==> src/rtl/wb_arb_pkg.sv <==
// Shared types, constants and helpers for the Wishbone round-robin arbiter.
// Defining WB_ARB_TIMEOUT_EN adds the TERM state used by the stall watchdog.
package wb_arb_pkg;

`ifdef WB_ARB_TIMEOUT_EN
    typedef enum logic [1:0] {
        ST_IDLE  = 2'd0,
        ST_OWNED = 2'd1,
        ST_TERM  = 2'd2
    } arb_state_e;
`else
    typedef enum logic [0:0] {
        ST_IDLE  = 1'b0,
        ST_OWNED = 1'b1
    } arb_state_e;
`endif

    localparam logic [2:0] CTI_CLASSIC = 3'b000;
    localparam logic [2:0] CTI_CONST   = 3'b001;
    localparam logic [2:0] CTI_INCR    = 3'b010;
    localparam logic [2:0] CTI_EOB     = 3'b111;

    localparam logic [1:0] BTE_LINEAR  = 2'b00;
    localparam logic [1:0] BTE_WRAP4   = 2'b01;
    localparam logic [1:0] BTE_WRAP8   = 2'b10;
    localparam logic [1:0] BTE_WRAP16  = 2'b11;

    function automatic int rr_next(input int idx, input int n);
        return (idx + 1 >= n) ? 0 : idx + 1;
    endfunction

endpackage

==> src/rtl/wb_rr_pick.sv <==
// Round-robin priority search: first requester after the last owner wins.
// Purely combinational; the caller registers the one-hot result.
module wb_rr_pick
    import wb_arb_pkg::*;
#(
    parameter int NUM_MASTERS = 3,
    parameter int LW          = 2
) (
    input  logic [NUM_MASTERS-1:0] i_req,
    input  logic [LW-1:0]          i_last,
    output logic [NUM_MASTERS-1:0] o_grant,
    output logic                   o_valid
);

    int   w_pos;
    logic w_found;

    always_comb begin
        o_grant = '0;
        w_found = 1'b0;
        w_pos   = int'(i_last);
        for (int k = 0; k < NUM_MASTERS; k++) begin
            w_pos = rr_next(w_pos, NUM_MASTERS);
            for (int j = 0; j < NUM_MASTERS; j++) begin
                if (!w_found && (j == w_pos) && i_req[j]) begin
                    o_grant[j] = 1'b1;
                    w_found    = 1'b1;
                end
            end
        end
    end

    assign o_valid = |i_req;

endmodule

==> src/rtl/wb_rr_arbiter.sv <==
// Round-robin arbiter sharing one Wishbone B3 slave among NUM_MASTERS masters.
// Define WB_ARB_TIMEOUT_EN to enable the stalled-slave watchdog (TERM state).
module wb_rr_arbiter
    import wb_arb_pkg::*;
#(
    parameter int NUM_MASTERS    = 3,
    parameter int AW             = 32,
    parameter int DW             = 32,
    parameter int TIMEOUT_CYCLES = 255
) (
    input  logic                        wb_clk_i,
    input  logic                        wb_rstn_i,
    input  logic [NUM_MASTERS*AW-1:0]   m_adr_i,
    input  logic [NUM_MASTERS*DW-1:0]   m_dat_i,
    input  logic [NUM_MASTERS*DW/8-1:0] m_sel_i,
    input  logic [NUM_MASTERS*3-1:0]    m_cti_i,
    input  logic [NUM_MASTERS*2-1:0]    m_bte_i,
    input  logic [NUM_MASTERS-1:0]      m_we_i,
    input  logic [NUM_MASTERS-1:0]      m_cyc_i,
    input  logic [NUM_MASTERS-1:0]      m_stb_i,
    output logic [DW-1:0]               m_dat_o,
    output logic [NUM_MASTERS-1:0]      m_ack_o,
    output logic [NUM_MASTERS-1:0]      m_err_o,
    output logic [NUM_MASTERS-1:0]      m_rty_o,
    output logic [AW-1:0]               s_adr_o,
    output logic [DW-1:0]               s_dat_o,
    output logic [DW/8-1:0]             s_sel_o,
    output logic [2:0]                  s_cti_o,
    output logic [1:0]                  s_bte_o,
    output logic                        s_we_o,
    output logic                        s_cyc_o,
    output logic                        s_stb_o,
    input  logic [DW-1:0]               s_dat_i,
    input  logic                        s_ack_i,
    input  logic                        s_err_i,
    input  logic                        s_rty_i,
    output logic [NUM_MASTERS-1:0]      grant_o
);

    localparam int LW = (NUM_MASTERS > 1) ? $clog2(NUM_MASTERS) : 1;
    localparam int SW = DW / 8;

    arb_state_e             r_state;
    arb_state_e             w_next;
    logic [NUM_MASTERS-1:0] r_grant;
    logic [NUM_MASTERS-1:0] w_pick;
    logic                   w_pick_valid;
    logic [LW-1:0]          r_last;
    logic [LW-1:0]          w_owner;
    logic                   w_own_cyc;
    logic                   w_own_stb;
    logic                   w_own_we;
    logic                   w_hit;
    logic                   w_live;
    logic [AW-1:0]          w_adr;
    logic [DW-1:0]          w_dat;
    logic [SW-1:0]          w_sel;
    logic [2:0]             w_cti;
    logic [1:0]             w_bte;

    wb_rr_pick #(
        .NUM_MASTERS (NUM_MASTERS),
        .LW          (LW)
    ) u_pick (
        .i_req   (m_cyc_i),
        .i_last  (r_last),
        .o_grant (w_pick),
        .o_valid (w_pick_valid)
    );

    // One-hot AND-OR mux; everything reads zero when nobody owns the bus.
    always_comb begin
        w_adr   = '0;
        w_dat   = '0;
        w_sel   = '0;
        w_cti   = '0;
        w_bte   = '0;
        w_owner = '0;
        for (int j = 0; j < NUM_MASTERS; j++) begin
            if (r_grant[j]) begin
                w_adr   = w_adr | m_adr_i[j*AW +: AW];
                w_dat   = w_dat | m_dat_i[j*DW +: DW];
                w_sel   = w_sel | m_sel_i[j*SW +: SW];
                w_cti   = w_cti | m_cti_i[j*3 +: 3];
                w_bte   = w_bte | m_bte_i[j*2 +: 2];
                w_owner = LW'(j);
            end
        end
    end

    assign w_own_cyc = |(r_grant & m_cyc_i);
    assign w_own_stb = |(r_grant & m_stb_i);
    assign w_own_we  = |(r_grant & m_we_i);

`ifdef WB_ARB_TIMEOUT_EN
    localparam int CW = $clog2(TIMEOUT_CYCLES + 1);

    logic [CW-1:0] r_cnt;
    logic          w_term;

    assign w_term = s_ack_i | s_err_i | s_rty_i;
    assign w_hit  = (r_state == ST_OWNED) &&
                    (r_cnt == CW'(TIMEOUT_CYCLES));

    always_ff @(posedge wb_clk_i) begin
        if (!wb_rstn_i) begin
            r_cnt <= '0;
        end else if (r_state != ST_OWNED || w_next != ST_OWNED || w_term) begin
            r_cnt <= '0;
        end else if (s_stb_o) begin
            r_cnt <= r_cnt + 1'b1;
        end
    end
`else
    assign w_hit = 1'b0;
`endif

    always_ff @(posedge wb_clk_i) begin
        if (!wb_rstn_i) begin
            r_state <= ST_IDLE;
            r_grant <= '0;
            r_last  <= LW'(NUM_MASTERS - 1);
        end else begin
            r_state <= w_next;
            if (r_state == ST_IDLE) begin
                r_grant <= w_pick;
            end else if (w_next == ST_IDLE) begin
                r_grant <= '0;
                r_last  <= w_owner;
            end
        end
    end

    always_comb begin
        w_next = r_state;
        unique case (r_state)
            ST_IDLE: begin
                if (w_pick_valid) w_next = ST_OWNED;
            end
            ST_OWNED: begin
                if (!w_own_cyc) begin
                    w_next = ST_IDLE;
                end
`ifdef WB_ARB_TIMEOUT_EN
                else if (w_hit) begin
                    w_next = ST_TERM;
                end
`endif
            end
`ifdef WB_ARB_TIMEOUT_EN
            ST_TERM: begin
                if (!w_own_cyc) w_next = ST_IDLE;
            end
`endif
            default: w_next = ST_IDLE;
        endcase
    end

    // A watchdog hit cuts the slave off and answers the owner with err.
    always_comb begin
        w_live  = (r_state == ST_OWNED) && !w_hit;
        s_cyc_o = w_live & w_own_cyc;
        s_stb_o = w_live & w_own_stb;
        s_we_o  = w_live & w_own_we;
        s_adr_o = w_adr;
        s_dat_o = w_dat;
        s_sel_o = w_sel;
        s_cti_o = w_cti;
        s_bte_o = w_bte;
        m_ack_o = w_live ? (r_grant & {NUM_MASTERS{s_ack_i}}) : '0;
        m_rty_o = w_live ? (r_grant & {NUM_MASTERS{s_rty_i}}) : '0;
        m_err_o = w_live ? (r_grant & {NUM_MASTERS{s_err_i}}) :
                  (w_hit ? r_grant : '0);
    end

    assign grant_o = r_grant;
    assign m_dat_o = s_dat_i;

endmodule

==> config.mk <==
export PLATFORM = sky130hd
export DESIGN_NAME = wb_rr_arbiter
export DESIGN_NICKNAME = d
export VERILOG_FILES = /design/src/rtl/wb_arb_pkg.sv /design/src/rtl/wb_rr_pick.sv /design/src/rtl/wb_rr_arbiter.sv
export SDC_FILE = /design/constraint.sdc
export NUM_CORES = 1
export LEC_CHECK = 0
export BUFFER_PORTS_ARGS = -buffer_cell sky130_fd_sc_hd__buf_2
export CORE_AREA = 2 2 147 149
export CTS_CLUSTER_DIAMETER = 120
export CTS_CLUSTER_SIZE = 28
export DETAILED_ROUTE_END_ITERATION = 6
export DIE_AREA = 0 0 149 151
export HOLD_SLACK_MARGIN = 0.12
export PLACE_DENSITY = 0.44
export SLEW_MARGIN = 20
export SYNTH_ARGS = -nofsm -noshare
export SYNTH_HDL_FRONTEND = slang
export SYNTH_SLANG_ARGS = --single-unit
==> constraint.sdc <==
create_clock -name wb_clk_i -period 2.8 [get_ports wb_clk_i]
set_clock_uncertainty 0.15 [all_clocks]
set_input_delay 0.42 -clock wb_clk_i [delete_from_list [all_inputs] [get_ports wb_clk_i]]
set_output_delay 0.42 -clock wb_clk_i [all_outputs]
set_load 0.02 [all_outputs]
== After elaboration in Yosys (flattened, before gate mapping) ==
Cells that the tools add are included.
Storage, ports and cells
  register bits: 6
  word-level logic and storage cells: 114
Operators by class
  reductions and logical operators: 33
  magnitude comparators: 3
  muxes and demuxes: 44
  $add $sub $neg: 3
  bitwise logic cells: 21
  eq/ne operators: 7
Operators with widths (number)
  32-bit 2-to-1 mux: 9
  32-bit OR: 4
  2-bit by 32-bit == test with 1-bit output (first input constant): 3
  3-bit by 32-bit == test with 1-bit output (first input constant): 3
  32-bit logical NOT: 3
  32-bit by 2-bit adder with 32-bit output (second input constant): 2
  32-bit by 3-bit >= comparator with 1-bit output (second input constant): 2
  3-bit 2-to-1 mux: 8
  1-bit 2-to-1 mux: 19
  3-bit bitwise AND: 6
  1-bit logical AND: 17
  4-bit 2-to-1 mux: 3
  3-bit OR reduction: 4
  1-bit logical NOT: 8
  2-bit 2-to-1 mux: 4
  4-bit OR: 2
  3-bit OR: 2
  2-bit OR: 2
  2-bit by 1-bit adder with 3-bit output (second input constant): 1
  1-bit bitwise AND: 3
  3-bit by 2-bit >= comparator with 1-bit output (second input constant): 1
  2-bit != test (second input constant): 1
  1-bit NOT: 2
  1-bit one-hot mux with 2 select lines: 1
  2-bit AND reduction: 1

== Longest topological paths before layout ==
Gate-level depths: netlist (run 1).
  depth in word-level cells: 39
  gate-level depth with buffers: 5

== By module ==
From an unflattened synthesis (run 1), not the netlist that was laid out.
Unflattened totals
  cell total of the unflattened synthesis: 259
  area total of the unflattened synthesis: 1773.0 um^2
By module, submodules not included
  wb_rr_arbiter: area each 1709.1 um^2, instances 1, cells each 250, sequential area each 120.1 um^2
  wb_rr_pick: area each 63.8 um^2, instances 1, cells each 9, sequential area each 0.0 um^2

== Worst setup path after synthesis (run 1) ==
No wires, ideal clock.
  path type: register -> output
  start point: register r_grant[0], in the netlist grant_o[0]
  end point: output port s_cyc_o
  slack: 0.980 ns
  required time: 2.230 ns
  arrival: 1.250 ns
  buffers on the path: 1
  cell stages (with the launch flop): 5
  cell sequence: dfxtp_1 -> buf_2 -> a22o_1 -> a21oi_1 -> nor2b_1
On the way
  cells in the longest elaborated chain, start to end: 3
Ends and longest elaborated chain
  from (decl): line wb_rr_arbiter.sv:45  | logic [NUM_MASTERS-1:0] r_grant;
  from (signal assigned): line wb_rr_arbiter.sv:126  | r_grant <= w_pick;
  3-bit bitwise AND: line wb_rr_arbiter.sv:91  | assign w_own_cyc = |(r_grant & m_cyc_i);
  3-bit OR reduction: line wb_rr_arbiter.sv:91
  1-bit bitwise AND: line wb_rr_arbiter.sv:162  | s_cyc_o = w_live & w_own_cyc;
  to (decl): line wb_rr_arbiter.sv:31  | output logic s_cyc_o,
Every way passes these cells.

== Final worst setup path (run 1) ==
  start point: register r_grant[2], in the netlist grant_o[2]
  end point: output port s_adr_o[7]
On the way
  cells in the longest elaborated chain, start to end: 1
Ends and longest elaborated chain
  32-bit 2-to-1 mux: line wb_rr_arbiter.sv:80  | if (r_grant[j]) begin
  to (decl): line wb_rr_arbiter.sv:25  | output logic [AW-1:0] s_adr_o,
Every way passes these cells.

==> reports/metrics.sh, run 1 <==
OUTCOME='completed'
GRT_PASS1_VIAS=2908
POST-ROUTE-UTIL=0.171
FINAL.SETUP.TNS_PS=0
NUMBER_OF_BUFFERS_CREATED_BY_CTS=3
HP-CLASS='in2reg'
DIE_Y_UM=151
YOSYS-TOP-CELLS-AREA='sky130_fd_sc_hd__a222oi_1 41%, sky130_fd_sc_hd__inv_1 15%, sky130_fd_sc_hd__buf_4 14%'
POWER.IR.VDD_WORST_uV=224
CRITICAL_PATH.MAX_STAGE_DELAY_PS=480
SYNTHCELLS=261
RR_STARTPOINT='grant_o[1]'
NUMBER_OF_BUFFERS_INSERTED_FOR_HOLD_REPAIR_AFTER_CLOCK_TREE_SYNTHESIS=0
PATH_CLASS='reg2out'
CP_DATA_REQUIRED_TIME_PS=2230
POST_ROUTE_CELLS_DRIVE_ABOVE_1_SHARE=0.633
ANT_NETS=0
AREA_GROWTH_PCT=95.6
POSTSYNTH.TOPFLOPCELL='sky130_fd_sc_hd__dfxtp_1'
CORE_REGION_AREA_SQ_UM=20800
IO-PIN-COUNT=385
DIE_AREA_SQ_UM=22500
GLOBALROUTETOTALUTIL=0.0823
SYNTHESIS.YOSYS.WARNINGS=0
TIMING.SLEW.HEADROOM=0.554
CP-START-KIND='flop'
INSERTEDDIODECOUNT=0
ANTENNA_FOUND_INITIAL=1
SYNTH.YOSYS.SEQ_AREA_SHARE=0.0660
SYNTHDOMINANTCELLAREASHARE=0.412
CRITPATHSLOWESTCELL='sky130_fd_sc_hd__a222oi_1'
REG2REG_SETUP_SLACK_PS=1340
DRTPASS1ITERATIONS=6
TIMING.CRITICAL_PATH.MAX_DELAY_FAMILY='compound AO/OA/AOI/OAI gates'
WORST_EP_ARRIVAL_TIME_PS=1580
WORSTMARGINPINSLEW_PS=667
BUFS_ON_LONGEST_CLOCK_PATH=2
CTS.REPORTEDPATHS.CLKPINSLEW_PS=30
FINALCRITICALPERIOD_PS=2150
FINAL-HOLD-VIOLATION-COUNT=0
SYNTH_AREA_PER_CELL_SQ_UM=6.98
CLOCK_LATENCY_PS=230
POST_SYNTH_INSTANCE_AREA_SQ_UM=1820
NUMPORTBUFFERS=320
TIMING.CRITICAL_PATH.FANOUT_MAX=33
DRT-INITIAL-DRC-COUNT=463
TIMING.CRITICAL_PATH.TO='s_adr_o[7]'
SYNTH-EDFF-COUNT=0
FINAL_MIN_PERIOD_OVER_CLOCK_PERIOD=0.767
CTS.SINKS=6
HTREE_LEVELS=1
CTS_REPAIR_RESIZE_COUNT=0
MAXCAPVIOLATIONS=0
GLOBALPLACE.CONGESTION=0.742
SYNTH-SEQ-CELLS=6
GRT_FIRST_PASS_WIRELENGTH_MM=15.0
ROUTED_WIRELENGTH_MM=11.1
ROUTED-VIA-COUNT=3233
CTS_SETUP_BUFFERS=0
FINAL-MAX-SLEW-VIOLATION-COUNT=0
START_UTIL=0.0874
FINISH.NET_COUNT=798
FLOORPLAN.DIE.WIDTH_UM=149
ROUTE.DETAILED.VIAS_PER_INST=4.01
FINALHOLDWORSTSLACK_PS=317
ROUTEDWLPERCELL_UM=13.8
TRITONCTS='yes'
DP.FINAL_HPWL_MM=8.96
WORSTPATHCELLLIST='buf_12 > a222oi_1 > inv_1 > buf_2'
RSZ0062_AT_GRT='no'
NUMBER_OF_DISTINCT_LIBRARY_CELLS_AFTER_SYNTHESIS=27
FINAL-SETUP-VIOL-COUNT=0
GRT_OVERFLOW_TOTAL=0
CRITPATHBUFINV=3
POWER_LEAKAGE_nW=2.43
SYNTHDOMINANTAREACELLTYPE='sky130_fd_sc_hd__a222oi_1'
CRIT-REG2REG-CAPTURE='grant_o[1]'
CTS.ROOT.BUFFER_CELL='sky130_fd_sc_hd__clkbuf_16'
DRC_ERRORS=0
POWERDENSITY_nW_PER_UM2=270
POSTSYNTH.ASYNCRESETSHARE=0
STD_CELL_ROWS=53
CRITPATHCAPTURETYPE='output port'
PATH_DEPTH_OF_THE_WORST_REG2REG_PATH=4
GRT_MAX_DEGREE=84
CP_NUM_CELLS=4
SYNTH_FP_NETS=526
CLOCK.FMAX_GHz=0.466
SETUP.WORST_PATH.START='grant_o[2]'
==> registers in the layout, indices dropped and copies added, names as in the netlist <==
register,cells
r_last,2
r_state,1
grant_o,3
==> routing by layer <==
metal,vias up,routed length (um),GRT usage
li1,1533,-,-
met4,2,206,0.0229
met2,183,5610,0.152
met3,19,1040,0.0136
met5,-,13,0
met1,1496,4250,0.0981
==> cell usage after synthesis (all sizes together) (2+ instances only) <==
library cell,n
a222oi,75
nand2,4
o21ai,2
a22oi,2
nand3,2
buf,51
inv,75
a31oi,2
nand3b,3
dfxtp,6
nor2b,4
o22ai,2
clkbuf,12
and3,9
a21oi,3
==> power breakdown <==
part	internal (mW)	total [mW]	switching, mW
clock network	0.183	0.232	0.0485
logic	0.281	0.619	0.338
registers	0.0924	0.112	0.0195
total	0.556	0.962	0.406
==> placed cells by master (no fill, tap or decap), types with 2 or more instances in the layout <==
cell type                   count
sky130_fd_sc_hd__a22oi_1        2
sky130_fd_sc_hd__dfxtp_1        3
sky130_fd_sc_hd__buf_2        320
sky130_fd_sc_hd__nand2_1        4
sky130_fd_sc_hd__buf_4          6
sky130_fd_sc_hd__buf_12         4
sky130_fd_sc_hd__clkbuf_16      3
sky130_fd_sc_hd__o22ai_1        2
sky130_fd_sc_hd__a222oi_1      75
sky130_fd_sc_hd__inv_1         75
sky130_fd_sc_hd__and3_1         9
sky130_fd_sc_hd__a21oi_1        3
sky130_fd_sc_hd__dfxtp_2        3
sky130_fd_sc_hd__o21ai_1        2
sky130_fd_sc_hd__nor2b_1        4
sky130_fd_sc_hd__a31oi_1        2
sky130_fd_sc_hd__nand3b_1       3
sky130_fd_sc_hd__nand3_1        2
==> stage by stage <==
stage | power (mW) | instance area [sq um] | instances | setup slack, ps
finish | 0.962 | 3560 | 806 | 652
global route | 1.03 | 3560 | 806 | 565
global placement | 0.736 | 3490 | 803 | 896
floorplan | 0.491 | 1820 | 261 | 980
CTS | 0.971 | 3560 | 806 | 664
detailed placement | 0.734 | 3490 | 803 | 916
==> final cells by class <==
class                           count  area (sq um)
Clock buffer                        3          75.1
Fill cell                        2418         17300
Inverter                           75           282
Multi-Input combinational cell    117          1010
Sequential cell                     6           124
Tap cell                          275           344
Timing Repair Buffer              330          1730
==> how the worst min path moves through the flow <==
stage,start,to,slack [ps],cells after the start
after floorplan,r_last[1],r_last[1],400,2
after global placement,r_last[0],r_last[0],460,3
after detailed placement,r_last[1],grant_o[2],470,3
after CTS,wb_rstn_i,r_last[1],320,2
after global routing,wb_rstn_i,r_last[1],350,2
final,wb_rstn_i,r_last[1],320,2
==> kinds of logic (layout without fill, tap and decap cells) <==
family	Yosys count	after routing	share of synthesized area
AO/OA/AOI/OAI	91	91	0.471
buffers and inverters	138	408	0.379
flip-flops	6	6	0.0660
AND/OR/NAND/NOR	26	26	0.0832
No activity file was read; power rests on OpenSTA's default activity.
==> run 2, diff against run 1 <==
ABC_AREA = 1   (was not set)
CORE_AREA = 2 2 150 152   (was 2 2 147 149)
DIE_AREA = 0 0 152 154   (was 0 0 149 151)
PLACE_DENSITY = 0.45   (was 0.44)
clock period = 1.8 ns   (was 2.8 ns; I/O delays follow)
==> reports/metrics.sh, run 2 <==
OUTCOME='completed'
LAYOUT.CELLS.MOST_COMMON='sky130_fd_sc_hd__buf_2'
DRT-INITIAL-DRC-COUNT=248  # -46%
POSTSYNTH.TOPFLOPCELL='sky130_fd_sc_hd__dfxtp_1'
YOSYS-TOP-CELLS-COUNT='246 x sky130_fd_sc_hd__nand2_1, 81 x sky130_fd_sc_hd__nand3_1, 33 x sky130_fd_sc_hd__buf_4'
GRT_FIRST_PASS_WIRELENGTH_MM=17.7  # +18%
FINISH.NET_COUNT=973  # +22%
TIMING.SLEW.HEADROOM=0.800  # +0.245
FINAL_MIN_PERIOD_OVER_CLOCK_PERIOD=0.959
AREA_GROWTH_PCT=91.6
GRT_OVERFLOW_TOTAL=0  # unchanged
LAYOUT_COMMON_CELLS='320 x sky130_fd_sc_hd__buf_2, 245 x sky130_fd_sc_hd__nand2_1, 81 x sky130_fd_sc_hd__nand3_1'
SYNTHDOMINANTAREACELLTYPE='sky130_fd_sc_hd__nand2_1'
ROUTED-VIA-COUNT=3653  # +13%
POST_ROUTE_CELLS_DRIVE_ABOVE_1_SHARE=0.477  # -0.155
ANTENNA_FOUND_INITIAL=0  # -1
CTS_SETUP_BUFFERS=0  # unchanged
CP_DATA_REQUIRED_TIME_PS=1380  # -850 ps
SWITCHING_PORTION_OF_TOTAL_POWER=0.471  # +0.0492
WORSTMARGINPINSLEW_PS=300  # -367 ps
POWERDENSITY_nW_PER_UM2=447  # +65%
SYNTH-EDFF-COUNT=0  # unchanged
FINAL_WORST_SETUP_SLACK_PS=73.7  # -579 ps
MAXCAPVIOLATIONS=0  # unchanged
CLOCK.FMAX_GHz=0.579
SYNTHESIS.YOSYS.WARNINGS=0  # unchanged
CORE_REGION_AREA_SQ_UM=21700  # +4.2%
IO-PIN-COUNT=385  # unchanged
DETAILEDPLACE.WORSTSLACK_PS=225  # -691 ps
TRITONCTS='yes'
NUMBER_OF_DISTINCT_LIBRARY_CELLS_AFTER_SYNTHESIS=18  # -33%
ANT_NETS=0  # unchanged
DRTPASS1ITERATIONS=4  # -2
DRC_ERRORS=0  # unchanged
POSTSYNTH.ASYNCRESETSHARE=0  # unchanged
GLOBALPLACE.CONGESTION=0.788  # +6.1%
INSERTEDDIODECOUNT=0  # unchanged
SYNTH.YOSYS.SEQ_AREA_SHARE=0.0599  # -0.00609
GLOBALROUTETOTALUTIL=0.0920  # +0.00975
DIE_AREA_SQ_UM=23400  # +4.0%
CLOCK_POWER_SHARE=0.208  # -0.033
SYNTH_FP_NETS=700  # +33%
ROUTED_WIRELENGTH_MM=12.0  # +7.8%
HTREE_LEVELS=1  # unchanged
SYNTHCELLS=435  # +67%
YOSYS-TOP-CELLS-AREA='sky130_fd_sc_hd__nand2_1 46%, sky130_fd_sc_hd__nand3_1 20%, sky130_fd_sc_hd__buf_4 12%'
FILL_CELLS=2526  # +4.5%
INTERNAL_POWER_uW=907  # +63%
NUMPORTBUFFERS=320  # unchanged
START_UTIL=0.0925  # +0.00505
LARGEST_REGISTER_FF_COUNT=3  # unchanged
NUMBER_OF_BUFFERS_CREATED_BY_CTS=3  # unchanged
ROUTE.DETAILED.VIAS_PER_INST=3.70  # -7.6%
DP.FINAL_HPWL_MM=9.86  # +10%
CTS.ROOT.BUFFER_CELL='sky130_fd_sc_hd__clkbuf_16'
SYNTHDOMINANTCELLAREASHARE=0.460  # +0.0480
SYNTH_AREA_PER_CELL_SQ_UM=4.61  # -34%
CRITPATHCAPTURETYPE='output port'
PATH_CLASS='reg2out'
CTS.REPORTEDPATHS.CLKPINSLEW_PS=30  # about the same
P_SWITCHING_uW=808  # +99%
POWER.IR.VDD_WORST_uV=203  # -9.0%
TIMING.CRITICAL_PATH.FANOUT_MAX=40  # +21%
DIE_Y_UM=154  # +2.0%
CTS.SINKS=6  # unchanged
FLOORPLAN.DIE.WIDTH_UM=152  # +2.0%
FINAL-MAX-SLEW-VIOLATION-COUNT=0  # unchanged
GRT_MAX_DEGREE=43  # -49%
WORST_EP_ARRIVAL_TIME_PS=1310  # -270 ps
FINAL-HOLD-VIOLATION-COUNT=0  # unchanged
POST_SYNTH_INSTANCE_AREA_SQ_UM=2010  # +10%
SYNTHMOSTINSTANTIATEDCELL='sky130_fd_sc_hd__nand2_1'
FINAL-SETUP-VIOL-COUNT=0  # unchanged
CLOCK_LATENCY_PS=230  # about the same
REG2REG_SETUP_SLACK_PS=280  # -1060 ps
GRT_PASS1_VIAS=3372  # +16%
RSZ0062_AT_GRT='no'
ROUTEDWLPERCELL_UM=12.2  # -12%
FINALCRITICALPERIOD_PS=1730
SYNTH-SEQ-CELLS=6  # unchanged
BUFS_ON_LONGEST_CLOCK_PATH=2  # unchanged
COMBPWRFRAC=0.693  # +0.050
POST-ROUTE-UTIL=0.177  # +0.00615
STD_CELL_ROWS=54  # +1.9%
P_SEQ_FRAC=0.099  # -0.017
POWER_LEAKAGE_nW=2.29  # -5.5%
FINAL.SETUP.TNS_PS=0  # unchanged
CP-START-KIND='flop'
HP-CLASS='in2reg'
[run 2: cell types whose count changed after synthesis, moves of 4 or more]
cell	before	now
sky130_fd_sc_hd__buf_6	5	0
sky130_fd_sc_hd__clkbuf_1	12	17
sky130_fd_sc_hd__nand3_1	2	81
sky130_fd_sc_hd__and3_1	9	0
sky130_fd_sc_hd__inv_1	75	12
sky130_fd_sc_hd__nor2_1	1	13
sky130_fd_sc_hd__nand2_1	4	246
sky130_fd_sc_hd__nand4_1	0	4
sky130_fd_sc_hd__a222oi_1	75	0
sky130_fd_sc_hd__nor2b_1	4	0
[run 2: logic make-up after synthesis]
group / Yosys count / synth area share
AND/OR/NAND/NOR: 350 / 0.721
buffers and inverters: 73 / 0.203
flip-flops: 6 / 0.0599
AO/OA/AOI/OAI: 6 / 0.0168
[run 2: path summary, 6_finish.rpt]
kind,start,end,cells past startpoint
min reg2reg,r_last[0],r_last[0],2
max reg2reg,r_last[1],grant_o[1],8
max,grant_o[0],m_ack_o[0],4
min,m_cyc_i[2],r_state,3
[run 2: stage by stage]
stage                     hold WS, ps  instance area [sq um]  cells  total power, mW
final                             283                   3840    986             1.72
after CTS                         277                   3810    985             1.72
after floorplan                   199                   2010    435            0.880
after global placement            350                   3730    981             1.36
after global routing              383                   3840    986             1.84
after detailed placement          350                   3730    981             1.35
[run 2: power groups by stage]
stage	Combinational (mW)	Clock [mW]	Sequential, mW
after global placement	1.19	0	0.170
after floorplan	0.721	0	0.158
after global routing	1.30	0.370	0.172
after CTS	1.19	0.362	0.169
after detailed placement	1.18	0	0.170
final	1.19	0.357	0.169
[run 2: worst max-delay path: stages, from the launching register on]
cell and delay [ps]:
sky130_fd_sc_hd__dfxtp_2 380, sky130_fd_sc_hd__buf_12 220, sky130_fd_sc_hd__nand2_1 140, sky130_fd_sc_hd__nor2_1 120, sky130_fd_sc_hd__buf_2 180
[run 2: layout make-up]
cell class              instances  area, sq um  area share
repair buffers                329         1760       0.459
clock buffers                   3         75.1      0.0195
multi-input cells             356         1480       0.386
inverters                      12         45.0      0.0117
flip-flops and latches          6          126      0.0329
well taps                     280          350      0.0912
[run 2: what timing repair did]
item,4_1_cts,5_1_grt
hold buffers,1,0
cloned,0,1
pin swaps,0,0
resized for setup,1,1
endpoints found under the hold margin,1,0
setup endpoints to repair,3,2
[run 2: layer usage]
metal,share of wire,track usage,up-vias
li1,-,-,1880
met1,0.43,0.116,1568
met2,0.47,0.158,187
met3,0.090,0.0245,18
met4,0.013,0.0169,0
met5,0,0,-
